===== config.mk =====
export PLATFORM = sky130hd
export DESIGN_NAME = alu_rr_scheduler
export DESIGN_NICKNAME = d
export VERILOG_FILES = /design/src/rtl/alu_rr_scheduler.sv
export SDC_FILE = /design/constraint.sdc
export NUM_CORES = 1
export LEC_CHECK = 0
export BUFFER_PORTS_ARGS = -buffer_cell sky130_fd_sc_hd__buf_4
export CAP_MARGIN = 0
export CELL_PAD_IN_SITES_DETAIL_PLACEMENT = 2
export CELL_PAD_IN_SITES_GLOBAL_PLACEMENT = 2
export CORE_AREA = 4 4 117 119
export CTS_CLUSTER_DIAMETER = 120
export DETAILED_ROUTE_END_ITERATION = 8
export DIE_AREA = 0 0 121 123
export GPL_TIMING_DRIVEN = 0
export PLACE_DENSITY = 0.86
export SLEW_MARGIN = 10
export SYNTH_ARGS = -nofsm -noshare
export SYNTH_HDL_FRONTEND = slang
export SYNTH_SLANG_ARGS = --single-unit
export TNS_END_PERCENT = 1

===== constraint.sdc =====
create_clock -name CLK -period 2.3 [get_ports CLK]
set_input_delay 0.23 -clock CLK [delete_from_list [all_inputs] [get_ports CLK]]
set_output_delay 0.23 -clock CLK [all_outputs]
set_load 0.005 [all_outputs]

===== src/rtl/alu_rr_scheduler.sv =====
// -----------------------------------------------------------------------------
// alu_rr_scheduler
//
// Shares one ALU among NREQ requesters. Each operation is accepted from one
// requester at a time by round-robin arbitration. The scheduler drives the ALU
// for the command-dependent latency, captures the result and flags, and returns
// them with the requester index over a valid/ready response channel. Only one
// operation is in flight at a time.
//
// Ports
//   CLK, RST            clock (rising edge); asynchronous active-low reset
//   req_valid/req_ready per-requester handshake; req_ready is one-hot or zero
//   req_opa/req_opb     packed operands, requester i at [i*WIDTH +: WIDTH]
//   req_cmd             packed commands, requester i at [i*CMD_W +: CMD_W]
//   req_mode/req_cin    per-requester mode (1=arithmetic) and carry in
//   alu_*  (out)        operands and control pins driven to the ALU
//   alu_res, flags (in) ALU result and status flags
//   rsp_valid/ready     response handshake
//   rsp_id/res/flags    requester index, captured result, {cout,oflow,g,l,e,err}
//   busy                high whenever an operation is in progress
// -----------------------------------------------------------------------------
module alu_rr_scheduler #(
  parameter int NREQ    = 4,
  parameter int WIDTH   = 8,
  parameter int CMD_W   = 4,
  parameter int LAT     = 1,
  parameter int MUL_LAT = 2
) (
  input  logic                          CLK,
  input  logic                          RST,
  input  logic [NREQ-1:0]               req_valid,
  output logic [NREQ-1:0]               req_ready,
  input  logic [NREQ*WIDTH-1:0]         req_opa,
  input  logic [NREQ*WIDTH-1:0]         req_opb,
  input  logic [NREQ*CMD_W-1:0]         req_cmd,
  input  logic [NREQ-1:0]               req_mode,
  input  logic [NREQ-1:0]               req_cin,
  output logic [WIDTH-1:0]              alu_opa,
  output logic [WIDTH-1:0]              alu_opb,
  output logic [CMD_W-1:0]              alu_cmd,
  output logic                          alu_mode,
  output logic                          alu_cin,
  output logic                          alu_ce,
  output logic [1:0]                    alu_inp_valid,
  input  logic [2*WIDTH-1:0]            alu_res,
  input  logic                          alu_cout,
  input  logic                          alu_oflow,
  input  logic                          alu_g,
  input  logic                          alu_l,
  input  logic                          alu_e,
  input  logic                          alu_err,
  output logic                          rsp_valid,
  input  logic                          rsp_ready,
  output logic [$clog2(NREQ)-1:0]       rsp_id,
  output logic [2*WIDTH-1:0]            rsp_res,
  output logic [5:0]                    rsp_flags,
  output logic                          busy
);

  localparam int ID_W  = $clog2(NREQ);
  localparam int MAXL  = (MUL_LAT > LAT) ? MUL_LAT : LAT;
  localparam int CNT_W = $clog2(MAXL + 1);

  typedef enum logic [1:0] {S_IDLE, S_ISSUE, S_WAIT, S_RESP} state_t;

  state_t             r_state;
  state_t             w_state_next;
  logic [ID_W-1:0]    r_last;
  logic [ID_W-1:0]    r_id;
  logic [WIDTH-1:0]   r_opa;
  logic [WIDTH-1:0]   r_opb;
  logic [CMD_W-1:0]   r_cmd;
  logic               r_mode;
  logic               r_cin;
  logic [CNT_W-1:0]   r_cnt;
  logic [2*WIDTH-1:0] r_res;
  logic [5:0]         r_flags;

  // Unpacked views of the packed request buses
  logic [WIDTH-1:0]   w_opa_arr [NREQ];
  logic [WIDTH-1:0]   w_opb_arr [NREQ];
  logic [CMD_W-1:0]   w_cmd_arr [NREQ];

  genvar gi;
  generate
    for (gi = 0; gi < NREQ; gi++) begin : g_unpack
      assign w_opa_arr[gi] = req_opa[gi*WIDTH +: WIDTH];
      assign w_opb_arr[gi] = req_opb[gi*WIDTH +: WIDTH];
      assign w_cmd_arr[gi] = req_cmd[gi*CMD_W +: CMD_W];
    end
  endgenerate

  // Round-robin search starting one past the last grant, wrapping at NREQ.
  // The sum needs one extra bit before the wrap subtraction.
  logic              w_gnt_found;
  logic [ID_W-1:0]   w_gnt_idx;
  logic [ID_W:0]     w_idx;

  always_comb begin
    w_gnt_found = 1'b0;
    w_gnt_idx   = '0;
    w_idx       = '0;
    for (int k = 1; k <= NREQ; k++) begin
      w_idx = {1'b0, r_last} + (ID_W+1)'(k);
      if (w_idx >= (ID_W+1)'(NREQ)) begin
        w_idx = w_idx - (ID_W+1)'(NREQ);
      end
      if (!w_gnt_found && req_valid[w_idx[ID_W-1:0]]) begin
        w_gnt_found = 1'b1;
        w_gnt_idx   = w_idx[ID_W-1:0];
      end
    end
  end

  // Multiply commands take the longer ALU path
  logic w_is_mul;
  assign w_is_mul = r_mode && ((r_cmd == CMD_W'(9)) || (r_cmd == CMD_W'(10)));

  always_comb begin
    w_state_next = r_state;
    case (r_state)
      S_IDLE:  if (w_gnt_found)      w_state_next = S_ISSUE;
      S_ISSUE:                       w_state_next = S_WAIT;
      S_WAIT:  if (r_cnt == CNT_W'(1)) w_state_next = S_RESP;
      S_RESP:  if (rsp_ready)        w_state_next = S_IDLE;
      default:                       w_state_next = S_IDLE;
    endcase
  end

  // Grant is combinational in IDLE only; gated by RST so nothing is accepted
  // while reset is asserted.
  always_comb begin
    req_ready = '0;
    if (RST && (r_state == S_IDLE) && w_gnt_found) begin
      req_ready[w_gnt_idx] = 1'b1;
    end
  end

  always_ff @(posedge CLK or negedge RST) begin
    if (!RST) begin
      r_state <= S_IDLE;
      r_last  <= ID_W'(NREQ - 1);
      r_id    <= '0;
      r_opa   <= '0;
      r_opb   <= '0;
      r_cmd   <= '0;
      r_mode  <= 1'b0;
      r_cin   <= 1'b0;
      r_cnt   <= '0;
      r_res   <= '0;
      r_flags <= '0;
    end else begin
      r_state <= w_state_next;
      case (r_state)
        S_IDLE: begin
          if (w_gnt_found) begin
            r_opa  <= w_opa_arr[w_gnt_idx];
            r_opb  <= w_opb_arr[w_gnt_idx];
            r_cmd  <= w_cmd_arr[w_gnt_idx];
            r_mode <= req_mode[w_gnt_idx];
            r_cin  <= req_cin[w_gnt_idx];
            r_id   <= w_gnt_idx;
            r_last <= w_gnt_idx;
          end
        end
        S_ISSUE: begin
          r_cnt <= w_is_mul ? CNT_W'(MUL_LAT) : CNT_W'(LAT);
        end
        S_WAIT: begin
          r_cnt <= r_cnt - CNT_W'(1);
          // Last wait cycle: the ALU result is valid now
          if (r_cnt == CNT_W'(1)) begin
            r_res   <= alu_res;
            r_flags <= {alu_cout, alu_oflow, alu_g, alu_l, alu_e, alu_err};
          end
        end
        default: ;
      endcase
    end
  end

  logic w_alu_active;
  assign w_alu_active  = (r_state == S_ISSUE) || (r_state == S_WAIT);

  assign alu_opa       = r_opa;
  assign alu_opb       = r_opb;
  assign alu_cmd       = r_cmd;
  assign alu_mode      = r_mode;
  assign alu_cin       = r_cin;
  assign alu_ce        = w_alu_active;
  assign alu_inp_valid = {2{w_alu_active}};

  assign rsp_valid     = (r_state == S_RESP);
  assign rsp_id        = r_id;
  assign rsp_res       = r_res;
  assign rsp_flags     = r_flags;
  assign busy          = (r_state != S_IDLE);

endmodule


==> summary.md <==
| Metric | Value |
|---|---|
| Outcome | `finished with violations` |
| Failing checks | `hold timing` |
| I/O Buffers | `171` |
| GRT busiest layer | `met2` |
| Synth unique cells | `38` |
| Setup WS pre-CTS | `0.01927 ns` |
| P&R area growth vs syn | `56.45%` |
| Synth Net Count | `425` |
| DRT iter0 DRCs | `120` |
| Register bit total from synthesis | `52` |
| Critical path class | `flip-flop to primary output` |
| GR Util met2 | `0.3185` |
| Clk slew on worst S/H paths | `0.08 ns` |
| Routed vias/inst | `4.914` |
| Core area | `12570 µm²` |
| Total CTS buffers | `5` |
| Row cnt | `41` |
| Seq/Total Area, Yosys | `0.4229` |
| Peak supply drop | `0.3391 mV` |
| Critical path cell sequence | `buf_4 -> nor2b_1 -> o21ai_0 -> a21oi_2 -> and3_1 -> buf_4` |
| Minimum clock period | `2.225 ns` |
| Syn avg cell area | `10.14 µm²` |
| PD cells | `1277 nW/µm²` |
| CTS HTree Levels | `2` |
| Final hold slack | `-0.01110 ns` |
| Number of global-route vias before repair | `3735` |
| Die Footprint | `14880 µm²` |
| Final number of setup-violating endpoints | `0` |
| Maxcap violations | `0` |
| GRT Resource Usage Total | `0.1834` |
| Synth async-reset ratio | `1.000` |
| Post-route clock period utilization | `0.9674` |
| Design Area, Final | `4823 µm²` |
| Die Ht | `123 µm` |
| Clock Skews | `0.008137 ns` |
| Global-route wire length before repair | `21.13 mm` |
| Leak pwr | `0.002246 µW` |
| CP max stage cell | `dfstp_2` |
| CTS sink cnt | `52` |
| Final setup margin | `0.07505 ns` |
| Startpoint types | `flip-flop` |
| Switching part of the total | `0.4078` |
| Synth top area cells | `dfrtp_1, mux2_2, nor3b_1` |
| Largest net degree at the start of global routing | `57` |
| Worst EP required | `2.07 ns` |
| Antenna violations before repair | `0` |
| Ant. Diodes | `0` |
| Area leader, netlist | `dfrtp_1` |
| Starting Density | `0.2453` |
| Critical path endpoint category | `primary output` |
| Routed length per placed instance | `20.86 µm` |
| Final hold vios | `6` |
| Clock root buffer | `clkbuf_16` |
| Cell mode on critical path | `buf_4` |
| CP arrival | `1.99 ns` |
| Most instantiated cells after synthesis | `dfrtp_1, nor2_1, nor3b_1` |
| Post-synth top flop | `dfrtp_1` |
| Critical path peak fanout | `10` |
| Fin nets | `609` |
| Internal Power | `3648 µW` |
| Via count | `3248` |
| Post-Syn Area | `3083 µm²` |
| Io pins | `172` |
| Hpwl dp | `10.63 mm` |
| Die W | `121 µm` |
| Yosys top cell area share | `0.4058` |
| Met3 Use GR | `0.04300` |
| Worst hold path class | `input pin to async pin` |
| Placed cell areas | `4582 µm²` |
| Clock latency on the worst-skew pair | `0.30 ns` |
| ANT nets after route | `0` |
| DRT Pass-1 Iters | `4` |
| Slew margin rel. | `0.5090` |
| Power share of the clock group | `0.131` |
| Clock buffer depth | `2` |
| Worst path max stage delay | `0.52 ns` |
| Fmax | `449.4 MHz` |
| Synthesized instance count | `304` |
| Drt total wl | `13.79 mm` |
| Number of synthesized flops with an enable pin | `0` |
| Count leader, synth | `dfrtp_1` |
| Slew Limit Fails | `0` |
| Comb power frac | `0.590` |
| Grt ovf | `0` |
| Flop pwr share | `0.280` |
| Share of cells above drive strength 1 | `0.5072` |
| P_sw | `2511 µW` |
| CTS tree | `yes` |
| Sum of negative setup slack | `0 ns` |
| M1 GR Usage | `0.2234` |
| Placer congestion estimate | `0.7488` |
| Worst-margin pin slew | `0.7365 ns` |
| Ys Warns | `0` |
| DRC | `0` |
## cell usage in the layout (no fill, tap or decap), types with 2 or more instances in the layout
cell | Yosys | routed
buf_4 | 8 | 186
dfrtp_1 | 50 | 50
nor2_1 | 29 | 28
nor3b_1 | 28 | 28
o21ai_0 | 26 | 26
mux2_2 | 26 | 26
a21oi_1 | 24 | 23
a221oi_1 | 22 | 22
mux2i_1 | 16 | 16
nand2_1 | 10 | 10
inv_1 | 9 | 9
buf_6 | 4 | 5
buf_2 | 6 | 5
and3_1 | 5 | 5
a21oi_2 | 5 | 5
clkbuf_16 | 0 | 5
mux2_4 | 4 | 4
ha_1 | 4 | 4
clkbuf_1 | 4 | 3
o22ai_1 | 2 | 2
o21ai_2 | 1 | 2
a31o_1 | 2 | 2
buf_1 | 2 | 2
dfstp_2 | 2 | 2
## power groups by stage
stage	clock, µW	combinational [µW]	sequential [µW]
after CTS	831	3640	1730
after detailed placement	0	3580	1750
after global routing	876	4000	1790
after floorplan	0	1890	1700
final	805	3630	1720
after global placement	0	3370	1700
## state kept, by name, summed over array words and instances (netlist names)
signal     flops
alu_cin        1
alu_cmd        4
alu_mode       1
alu_opa        8
alu_opb        8
r_cnt          2
r_last         2
r_state        2
rsp_flags      6
rsp_id         2
rsp_res       16
## cell families after synthesis
family,share of synthesized area
and+or+nand+nor,0.1425
xor gates and xnor gates,0.002841
buffers and inverters,0.06371
AOI/OAI and AO/OA,0.1855
adders and majority gates,0.01623
DFF,0.4229
muxes,0.1664
## worst max-delay path: cells and delay by family, from the launching register on
| family | cells | cell delay, ns |
|---|---|---|
| flip-flops | 1 | 0.52 |
| AND/OR/NAND/NOR | 2 | 0.47 |
| AO/OA/AOI/OAI | 2 | 0.42 |
| buffers and inverters | 2 | 0.27 |
## cell type report
| cell class | count | area, µm² |
|---|---|---|
| clock buffers | 5 | 125.1 |
| multi-input cells | 218 | 1617 |
| inverters | 9 | 33.78 |
| repair buffers | 177 | 1329 |
| plain buffers | 25 | 172.7 |
| flip-flops and latches | 52 | 1304 |
| clock inverters | 3 | 27.53 |
| well taps | 172 | 215.2 |
| fillers | 1389 | 7745 |
## per-layer routing
metal  part of all wire  wire (µm)
met5                  0          0
met3              0.064        878
met1               0.41       5594
met4              0.025        341
met2               0.51       6973
## path summary, 6_finish.rpt
path / start / end / slack [ns] / depth (start not counted)
max: r_last[0] / req_ready[2] / 0.08 / 6
min: RST / r_state[1] / -0.01 / 1
max reg2reg: r_last[1] / alu_opa[4] / 0.17 / 7
min reg2reg: rsp_res[2] / rsp_res[2] / 0.51 / 1
max in group asynchronous: RST / alu_opa[6] / 1.83 / 1
min in group CLK: alu_res[3] / rsp_res[3] / 0.16 / 2
## metrics by stage
stage	instances	total power, µW	utilization	hold WS, ns
finish	661	6159	0.3838	-0.01110
global route	661	6664	0.3838	0.05169
CTS	656	6203	0.3793	0.02359
detailed placement	647	5322	0.3646	0.3517
global placement	647	5068	0.3646	0.3404
floorplan	304	3596	-	-0.06559
## what timing repair did
| item | CTS | global route |
|---|---|---|
| gates cloned | 0 | 0 |
| pin swaps | 0 | 3 |
| hold buffers | 0 | 0 |
| resized for setup | 8 | 4 |
| setup endpoints to repair | 4 | 6 |
| buffers inserted | 1 | 5 |
(Power assumes the default switching activity.)
